<file path="src/rtl/branch_resolve_ctrl_if.sv">
// EX-stage / IF redirect / BHB update signal bundle for branch_resolve_ctrl.
// The slave modport is the controller side; master is the surrounding pipeline and BHB.
interface branch_resolve_ctrl_if #(
    parameter int unsigned WIDTH = 32
);
    logic             ex_branch;
    logic             ex_taken;
    logic [WIDTH-1:0] ex_pc;
    logic [WIDTH-1:0] ex_target;
    logic             ex_pred_taken;
    logic [WIDTH-1:0] ex_pred_addr;
    logic             flush;
    logic [WIDTH-1:0] redirect_pc;
    logic             stall_req;
    logic             bhb_upd_valid;
    logic             bhb_upd_ready;
    logic [WIDTH-1:0] bhb_upd_pc;
    logic [WIDTH-1:0] bhb_upd_target;
    logic             bhb_upd_taken;
    logic             bhb_clr;
    logic             init_done;

    modport slave (
        input  ex_branch, ex_taken, ex_pc, ex_target, ex_pred_taken, ex_pred_addr,
        input  bhb_upd_ready,
        output flush, redirect_pc, stall_req,
        output bhb_upd_valid, bhb_upd_pc, bhb_upd_target, bhb_upd_taken,
        output bhb_clr, init_done
    );

    modport master (
        output ex_branch, ex_taken, ex_pc, ex_target, ex_pred_taken, ex_pred_addr,
        output bhb_upd_ready,
        input  flush, redirect_pc, stall_req,
        input  bhb_upd_valid, bhb_upd_pc, bhb_upd_target, bhb_upd_taken,
        input  bhb_clr, init_done
    );
endinterface

</file>
<file path="src/rtl/branch_resolve_ctrl.sv">
// Branch resolution controller: mispredict flush/redirect, BHB clear sweep, update FIFO.
// Define BRANCH_RESOLVE_CTRL_STATS_EN to add saturating branch/mispredict counters.
module branch_resolve_ctrl #(
    parameter int unsigned WIDTH        = 32,
    parameter int unsigned DEPTH        = 4,
    parameter int unsigned CLR_CYCLES   = 8,
    parameter int unsigned FLUSH_CYCLES = 2
) (
    input  logic                  clk,
    input  logic                  rst,
`ifdef BRANCH_RESOLVE_CTRL_STATS_EN
    output logic [31:0]           stat_branches,
    output logic [31:0]           stat_mispredicts,
`endif
    branch_resolve_ctrl_if.slave  bus
);

    localparam int unsigned AW = $clog2(DEPTH);
    localparam int unsigned CW = $clog2(CLR_CYCLES) + 1;
    localparam int unsigned FW = $clog2(FLUSH_CYCLES) + 1;

    typedef enum logic [1:0] {StInit, StRun, StFlush} state_e;

    state_e           state_q;
    logic [CW-1:0]    clr_cnt_q;
    logic [FW-1:0]    flush_cnt_q;
    logic             flush_q;
    logic [WIDTH-1:0] redirect_q;
    logic [WIDTH-1:0] redirect_d;
    logic             bhb_clr_q;
    logic             init_done_q;

    logic [AW:0]      wr_ptr_q;
    logic [AW:0]      rd_ptr_q;
    logic [WIDTH-1:0] pc_mem_q  [DEPTH];
    logic [WIDTH-1:0] tgt_mem_q [DEPTH];
    logic [DEPTH-1:0] taken_mem_q;

    logic full;
    logic empty;
    logic push;
    logic pop;
    logic mispredict;

    assign empty = (wr_ptr_q == rd_ptr_q);
    assign full  = (wr_ptr_q[AW] != rd_ptr_q[AW]) && (wr_ptr_q[AW-1:0] == rd_ptr_q[AW-1:0]);
    assign pop   = !empty && bus.bhb_upd_ready;

    // A full FIFO still accepts when the head leaves this cycle; stall_req stays on the
    // registered full, so it remains asserted for that cycle.
    assign push = (state_q == StRun) && bus.ex_branch && (!full || pop);

    // Only an accepted branch may redirect; a dropped (stalled) branch is replayed by EX.
    assign mispredict = push &&
                        ((bus.ex_taken != bus.ex_pred_taken) ||
                         (bus.ex_taken && (bus.ex_pred_addr != bus.ex_target)));

    assign redirect_d = bus.ex_taken ? bus.ex_target : (bus.ex_pc + WIDTH'(4));

    assign bus.stall_req      = bus.ex_branch && ((state_q == StInit) || full);
    assign bus.flush          = flush_q;
    assign bus.redirect_pc    = redirect_q;
    assign bus.bhb_clr        = bhb_clr_q;
    assign bus.init_done      = init_done_q;
    assign bus.bhb_upd_valid  = !empty;
    assign bus.bhb_upd_pc     = pc_mem_q[rd_ptr_q[AW-1:0]];
    assign bus.bhb_upd_target = tgt_mem_q[rd_ptr_q[AW-1:0]];
    assign bus.bhb_upd_taken  = taken_mem_q[rd_ptr_q[AW-1:0]];

    always_ff @(posedge clk) begin
        if (rst) begin
            state_q     <= StInit;
            clr_cnt_q   <= '0;
            flush_cnt_q <= '0;
            flush_q     <= 1'b0;
            redirect_q  <= '0;
            bhb_clr_q   <= 1'b1;
            init_done_q <= 1'b0;
        end else begin
            unique case (state_q)
                StInit: begin
                    if (clr_cnt_q == CW'(CLR_CYCLES - 1)) begin
                        state_q     <= StRun;
                        bhb_clr_q   <= 1'b0;
                        init_done_q <= 1'b1;
                    end else begin
                        clr_cnt_q <= clr_cnt_q + CW'(1);
                    end
                end
                StRun: begin
                    if (mispredict) begin
                        state_q     <= StFlush;
                        flush_q     <= 1'b1;
                        flush_cnt_q <= '0;
                        redirect_q  <= redirect_d;
                    end
                end
                StFlush: begin
                    if (flush_cnt_q == FW'(FLUSH_CYCLES - 1)) begin
                        state_q <= StRun;
                        flush_q <= 1'b0;
                    end else begin
                        flush_cnt_q <= flush_cnt_q + FW'(1);
                    end
                end
                default: state_q <= StInit;
            endcase
        end
    end

    always_ff @(posedge clk) begin
        if (rst) begin
            wr_ptr_q    <= '0;
            rd_ptr_q    <= '0;
            taken_mem_q <= '0;
            for (int i = 0; i < int'(DEPTH); i++) begin
                pc_mem_q[i]  <= '0;
                tgt_mem_q[i] <= '0;
            end
        end else begin
            if (push) begin
                pc_mem_q[wr_ptr_q[AW-1:0]]    <= bus.ex_pc;
                tgt_mem_q[wr_ptr_q[AW-1:0]]   <= bus.ex_target;
                taken_mem_q[wr_ptr_q[AW-1:0]] <= bus.ex_taken;
                wr_ptr_q                      <= wr_ptr_q + (AW + 1)'(1);
            end
            if (pop) begin
                rd_ptr_q <= rd_ptr_q + (AW + 1)'(1);
            end
        end
    end

`ifdef BRANCH_RESOLVE_CTRL_STATS_EN
    logic [31:0] stat_br_q;
    logic [31:0] stat_mp_q;

    always_ff @(posedge clk) begin
        if (rst) begin
            stat_br_q <= '0;
            stat_mp_q <= '0;
        end else begin
            if (push && (stat_br_q != '1)) begin
                stat_br_q <= stat_br_q + 32'd1;
            end
            if (mispredict && (stat_mp_q != '1)) begin
                stat_mp_q <= stat_mp_q + 32'd1;
            end
        end
    end

    assign stat_branches    = stat_br_q;
    assign stat_mispredicts = stat_mp_q;
`endif

endmodule
</file>
<file path="src/flat_wrapper.sv">
// flat-port wrapper written by rule: the top's interface ports become plain ports
module branch_resolve_ctrl_flat 
#(
    parameter int unsigned WIDTH        = 32,
    parameter int unsigned DEPTH        = 4,
    parameter int unsigned CLR_CYCLES   = 8,
    parameter int unsigned FLUSH_CYCLES = 2
)
  (clk, rst, bus_ex_branch, bus_ex_taken, bus_ex_pc, bus_ex_target, bus_ex_pred_taken, bus_ex_pred_addr, bus_bhb_upd_ready, bus_flush, bus_redirect_pc, bus_stall_req, bus_bhb_upd_valid, bus_bhb_upd_pc, bus_bhb_upd_target, bus_bhb_upd_taken, bus_bhb_clr, bus_init_done);
  branch_resolve_ctrl_if #(.WIDTH(WIDTH)) bus_i ();
  input  logic clk;
  input  logic rst;
  input wire logic [$bits(bus_i.ex_branch)-1:0] bus_ex_branch;
  input wire logic [$bits(bus_i.ex_taken)-1:0] bus_ex_taken;
  input wire logic [$bits(bus_i.ex_pc)-1:0] bus_ex_pc;
  input wire logic [$bits(bus_i.ex_target)-1:0] bus_ex_target;
  input wire logic [$bits(bus_i.ex_pred_taken)-1:0] bus_ex_pred_taken;
  input wire logic [$bits(bus_i.ex_pred_addr)-1:0] bus_ex_pred_addr;
  input wire logic [$bits(bus_i.bhb_upd_ready)-1:0] bus_bhb_upd_ready;
  output wire logic [$bits(bus_i.flush)-1:0] bus_flush;
  output wire logic [$bits(bus_i.redirect_pc)-1:0] bus_redirect_pc;
  output wire logic [$bits(bus_i.stall_req)-1:0] bus_stall_req;
  output wire logic [$bits(bus_i.bhb_upd_valid)-1:0] bus_bhb_upd_valid;
  output wire logic [$bits(bus_i.bhb_upd_pc)-1:0] bus_bhb_upd_pc;
  output wire logic [$bits(bus_i.bhb_upd_target)-1:0] bus_bhb_upd_target;
  output wire logic [$bits(bus_i.bhb_upd_taken)-1:0] bus_bhb_upd_taken;
  output wire logic [$bits(bus_i.bhb_clr)-1:0] bus_bhb_clr;
  output wire logic [$bits(bus_i.init_done)-1:0] bus_init_done;
  assign bus_i.ex_branch = bus_ex_branch;
  assign bus_i.ex_taken = bus_ex_taken;
  assign bus_i.ex_pc = bus_ex_pc;
  assign bus_i.ex_target = bus_ex_target;
  assign bus_i.ex_pred_taken = bus_ex_pred_taken;
  assign bus_i.ex_pred_addr = bus_ex_pred_addr;
  assign bus_i.bhb_upd_ready = bus_bhb_upd_ready;
  assign bus_flush = bus_i.flush;
  assign bus_redirect_pc = bus_i.redirect_pc;
  assign bus_stall_req = bus_i.stall_req;
  assign bus_bhb_upd_valid = bus_i.bhb_upd_valid;
  assign bus_bhb_upd_pc = bus_i.bhb_upd_pc;
  assign bus_bhb_upd_target = bus_i.bhb_upd_target;
  assign bus_bhb_upd_taken = bus_i.bhb_upd_taken;
  assign bus_bhb_clr = bus_i.bhb_clr;
  assign bus_init_done = bus_i.init_done;
  branch_resolve_ctrl #(.WIDTH(WIDTH), .DEPTH(DEPTH), .CLR_CYCLES(CLR_CYCLES), .FLUSH_CYCLES(FLUSH_CYCLES)) u_core (.clk(clk), .rst(rst), .bus(bus_i));
endmodule
</file>
<file path="config.mk">
export PLATFORM = sky130hd
export DESIGN_NAME = branch_resolve_ctrl_flat
export DESIGN_NICKNAME = d
export VERILOG_FILES = /design/src/rtl/branch_resolve_ctrl_if.sv /design/src/rtl/branch_resolve_ctrl.sv /design/src/flat_wrapper.sv
export SDC_FILE = /design/constraint.sdc
export NUM_CORES = 1
export LEC_CHECK = 0
export ABC_AREA = 1
export ABC_CLOCK_PERIOD_IN_PS = 8100
export CAP_MARGIN = 20
export CORE_MARGIN = 3
export CORE_UTILIZATION = 50
export CTS_CLUSTER_SIZE = 30
export DETAILED_ROUTE_END_ITERATION = 7
export HOLD_SLACK_MARGIN = 0.1
export PLACE_DENSITY = 0.81
export SLEW_MARGIN = 20
export SYNTH_ARGS = -nofsm -noshare
export SYNTH_HDL_FRONTEND = slang
export SYNTH_SLANG_ARGS = --single-unit
</file>
<file path="constraint.sdc">
create_clock -name clk -period 8.1 [get_ports clk]
set_input_delay 2.43 -clock clk [delete_from_list [all_inputs] [get_ports clk]]
set_output_delay 2.43 -clock clk [all_outputs]
set_load 0.05 [all_outputs]
</file>
# Word-level counts from Yosys, hierarchy flattened
# Memory sizes are Yosys's and may differ from the RTL's. A register that Yosys moved wholly into a read port is not among the register bits.
# Index checks and enable logic that the tools add are counted.
[classes]
order_cmp = 3
mux = 31
bitwise_logic = 1
n_addsub = 5
n_reduce_logical = 23
n_eq_ne = 13
[op_table]
columns = ["op", "count"]
rows = [
  ["32-bit two-way mux", 3],
  ["32-bit OR reduction", 2],
  ["32-bit by 3-bit adder with 32-bit output, second input constant", 1],
  ["32-bit != test", 1],
  ["2-bit two-way mux", 11],
  ["1-bit two-way mux", 11],
  ["3-bit AND reduction", 3],
  ["1-bit logical AND", 8],
  ["3-bit by 1-bit adder with 3-bit output, second input constant", 2],
  ["2-bit by 3-bit < comparator with 1-bit output, second input constant", 2],
  ["2-bit one-hot mux with 3 select lines", 1],
  ["2-bit AND reduction", 3],
  ["4-bit by 1-bit adder with 4-bit output, second input constant", 1],
  ["4-bit bitwise mux", 1],
  ["2-bit by 1-bit equality test with 1-bit output, second input constant", 2],
  ["4-bit by 3-bit equality test with 1-bit output, second input constant", 1],
  ["2-bit by 1-bit != test with 1-bit output, second input constant", 2],
  ["2-bit != test, second input constant", 2],
  ["2-bit one-hot mux with 2 select lines", 1],
  ["3-bit equality test", 1],
  ["1-bit logical OR", 3],
  ["2-bit by 1-bit adder with 2-bit output, second input constant", 1],
  ["1-bit binary-select mux with 2-bit select", 1],
  ["1-bit demux with 2-bit select", 1],
  ["other kinds (9)", 11],
]
[totals]
reg_bits = 53
word_cells = 88
mem_count = 2
input_bits = 102
ramBits = 256
[mem_list]
columns = ["name", "depth", "word_bits", "rd", "rd_ports_with_merged_regs", "write_ports", "line", "source"]
rows = [
  ["u_core.pc_mem_q", 4, 32, 1, 1, 4, "branch_resolve_ctrl.sv:35", "logic [WIDTH-1:0] pc_mem_q [DEPTH];"],
  ["u_core.tgt_mem_q", 4, 32, 1, 1, 4, "branch_resolve_ctrl.sv:36", "logic [WIDTH-1:0] tgt_mem_q [DEPTH];"],
]

# Longest topological paths before layout
[logic_depth]
depth_word = 10
ltp_mapped = 15
mapped_depth_nobuf = 15

# Least setup slack after synthesis
# No wires, ideal clock.
[synth_timing]
kind = "input to register"
start = "input port bus_bhb_upd_ready"
end = "memory u_core.pc_mem_q[3][0] (enable)"
arrival_time_ns = 7.210
n_path_buf = 0
setup_time_ns = 0.565
required_time_ns = 7.535
stages = 7
path_slack_ns = 0.325
cell_sequence = "nand2_2 > nand2_1 > nand2_2 > nor2_2 > inv_2 > nor2_1 > nor3_1"
[synth_lines]
columns = ["element", "line", "source"]
rows = [
  ["start, declared", "flat_wrapper.sv:19", "input wire logic [$bits(bus_i.bhb_upd_ready)-1:0] bus_bhb_upd_ready;"],
  ["end, declared", "branch_resolve_ctrl.sv:35", ""],
]

# Final worst setup path
[layout_timing]
start = "input port bus_ex_branch"
end = "output port bus_stall_req"
[layout_between]
elab_chain_len = 1
[layout_rtl]
columns = ["element", "line", "source"]
rows = [
  ["start, declared", "flat_wrapper.sv:13", "input wire logic [$bits(bus_i.ex_branch)-1:0] bus_ex_branch;"],
  ["1-bit logical AND", "branch_resolve_ctrl.sv:60", "assign bus.stall_req = bus.ex_branch && ((state_q == StInit) || full);"],
  ["end, declared", "flat_wrapper.sv:22", "output wire logic [$bits(bus_i.stall_req)-1:0] bus_stall_req;"],
]
# Every way passes these cells.

==> impl_metrics.yaml <==
clock_tree:
  clk_path_buf_depth: 3
  cts_setup_buffers: 0
  cts_sinks: 311
  clkTransAtPathRegs_ns: 0.06
  cts_resized: 0
  cts_tree: "done"
  cts-root-buf: "clkbuf_16"
  insertion_delay_ns: 0.56
  htreeDepth: 1
  numCtsBuffers: 31
  cts_hold_buf: 0
global_route:
  grt_pass1_vias: 11500
  grtUsageTotal_pct: 27.2
  grt_pass1_wl_microns: 65500
  grt_max_degree: 105
  antenna_found_initial: 5
  overflow: 0
min_path:
  hold_path.class: "register to register"
  hold_start: "u_core.bus.init_done$_SDFFE_PP0P_"
  hold_end: "u_core.bus.init_done$_SDFFE_PP0P_"
  hold_depth: 2
place:
  place_hpwl_microns: 27700
  placed_cell_area_sq_um: 16700
  portBuffers: 203
  gp_congestion: 0.926
floorplanning:
  start_util_pct: 51.5
  core_area_sq_um: 28200
  fp.dieArea_sq_um: 31200
  num_io_pins: 204
  rows: 61
  die_y_microns: 177
  die_w_microns: 177
synth:
  synth_flop_cell: "edfxtp_1"
  netlist_area_sq_um: 14500
  synth_nets: 1677
  synth.top_cell.area_share_pct: 52.9
  synth_edf_count: 256
  syn_area_per_cell_sq_um: 9.31
  synth_top_area_cell: "edfxtp_1"
  synth.distinct_cells: 37
  yosysWarnings: 0
  ys_seq_elements: 311
  syn_inst: 1562
  synth_area_leaders: "edfxtp_1 53%, nor2_1 11%, dfxtp_1 7.6%"
  ys_async_sr_fraction_pct: 0
  yosysSeqAreaShare_pct: 60.4
detailed_routing:
  via_count: 12200
  drc: 0
  first_pass_iters: 6
  ant_nets: 0
  drt_first_iter_violations: 1614
  wire_per_inst_microns: 20.5
  wl_microns: 43600
  viasPerCell: 5.75
critical_path:
  start_kind: "input pin"
  worstRegToRegCells: 11
  end_kind: "primary output"
  critPathKind: "input pin to primary output"
  regToRegEndpoint: "u_core.tgt_mem_q[0][29]$_SDFFCE_PN0P_"
  crit_arrival_ns: 3.84
  reg2reg_from: "u_core.wr_ptr_q[1]$_SDFFE_PP0P_"
  worstPathMaxFanout: 2
  rrSetupSlack_ns: 4.65
  worstPathRequired_ns: 5.67
layout:
  final_area_sq_um: 17800
  drive_gt1_share_pct: 5.37
  insertedDiodeCount: 0
  finish.utilization_pct: 63.1
  nets: 1840
  area_growth_syn_to_layout_pct: 22.5
power_and_ir_drop:
  power_leakage_nw: 7.09
  power_density_nw_per_um2: 344
  power_mw: 6.13
  vdd_drop_max_mv: 0.246
job:
  maxCapViolations: 0
timing:
  fin_crit_sh_pct: 77.4
  finalHoldViolCount: 0
  setup_viol: 0
  slew_viol_final: 0
  slew_headroom_pct: 32.4
  tightest_slew_ns: 1.01
  period_needed_ns: 6.27
  fin_worst_skew_ns: 0.0133
  setup_tns_ns: 0
  fmax_mhz: 160
  rsz0062_at_grt: "false"
outcome:
  status: "finished, final reports clean"
state kept, by name, indices dropped and copies added, names as in the netlist, named ones only:
| name | cells |
|---|---|
| u_core.pc_mem_q | 128 |
| u_core.tgt_mem_q | 128 |
| u_core.bus.redirect_pc | 32 |
| u_core.clr_cnt_q | 4 |
| u_core.taken_mem_q | 4 |
| u_core.rd_ptr_q | 3 |
| u_core.wr_ptr_q | 3 |
| u_core.flush_cnt_q | 2 |
| u_core.state_q | 2 |
| u_core.bus.bhb_clr | 1 |
| u_core.bus.flush | 1 |
| u_core.bus.init_done | 1 |
power breakdown:
part	leakage (nW)	internal (mW)	switching (mW)
clock network	0.531	0.921	0.609
registers	3.09	1.92	0.110
logic	3.47	0.747	1.82
total	7.09	3.59	2.54
worst max path at each step:
stage | from | endpoint | slack [ns]
2_1_floorplan | bus_bhb_upd_ready | u_core.pc_mem_q[3][0]$_DFFE_PP_ | 0.32
3_3_place_gp | bus_ex_branch | bus_stall_req | 1.85
3_5_place_dp | bus_ex_branch | bus_stall_req | 1.83
4_1_cts | bus_ex_branch | bus_stall_req | 1.82
5_1_grt | bus_ex_branch | bus_stall_req | 1.80
6_report | bus_ex_branch | bus_stall_req | 1.83
synth_stat cells (2+ instances only):
library cell / count
nor2_1: 424
edfxtp_1: 256
o21ai_0: 183
nand2_1: 173
inv_1: 120
o22ai_1: 64
a21oi_1: 60
clkbuf_1: 56
dfxtp_1: 55
nand3_1: 30
xor2_1: 19
buf_6: 15
nor3_1: 14
ha_1: 13
nand4_1: 11
nor2_2: 11
buf_2: 10
xnor2_1: 10
o211ai_1: 6
buf_1: 4
clkinv_1: 4
buf_4: 3
inv_2: 3
a31oi_1: 2
nand2_2: 2
nor3b_1: 2
o21bai_1: 2
final cells by class:
| class | instances | area (sq um) |
|---|---|---|
| Tap cell | 378 | 473 |
| Clock inverter | 25 | 304 |
| Timing Repair Buffer | 218 | 2150 |
| Inverter | 127 | 478 |
| Fill cell | 2239 | 10400 |
| Clock buffer | 33 | 783 |
| Sequential cell | 311 | 8790 |
| Multi-Input combinational cell | 1036 | 4830 |
cell usage in the layout (no fill, tap or decap), types with 11 or more instances in the layout:
master	n
inv_1	119
dfxtp_1	53
nand3_1	30
clkbuf_16	31
o21ai_0	183
ha_1	13
nand4_1	11
nor2_2	11
a21oi_1	60
o22ai_1	64
nor3_1	13
buf_4	14
nand2_1	167
xor2_1	19
edfxtp_1	256
clkdlybuf4s50_1	202
nor2_1	424
clkinv_1	11
through the flow:
stage / worst slack (ns) / std cells / hold slack [ns]
detailed placement: 1.83 / 2070 / 0.452
CTS: 1.82 / 2128 / 0.461
finish: 1.83 / 2128 / 0.461
floorplan: 0.325 / 1562 / 0.439
global route: 1.80 / 2128 / 0.470
global placement: 1.85 / 2070 / 0.445
kinds of logic after synthesis:
| group | share of synthesized area, % |
|---|---|
| buffers and inverters | 6.49 |
| adders and majority gates | 1.12 |
| and+or+nand+nor | 18.3 |
| xor gates and xnor gates | 1.75 |
| AOI/OAI and AO/OA | 11.9 |
| DFF | 60.4 |
routing by layer:
metal  wire, microns  part of all wire (%)  global-route usage [%]
met5              64                  0.15                       0
met4            1580                   3.6                    10.1
met3            4910                    11                    5.51
met2           20900                    48                    44.8
met1           16200                    37                    35.8
worst max-delay path, cell delays in order:
cell             delay (ns)
clkdlybuf4s50_1        0.49
o21a_1                 0.12
clkdlybuf4s50_1        0.80
No activity file was read; power rests on OpenSTA's default activity.
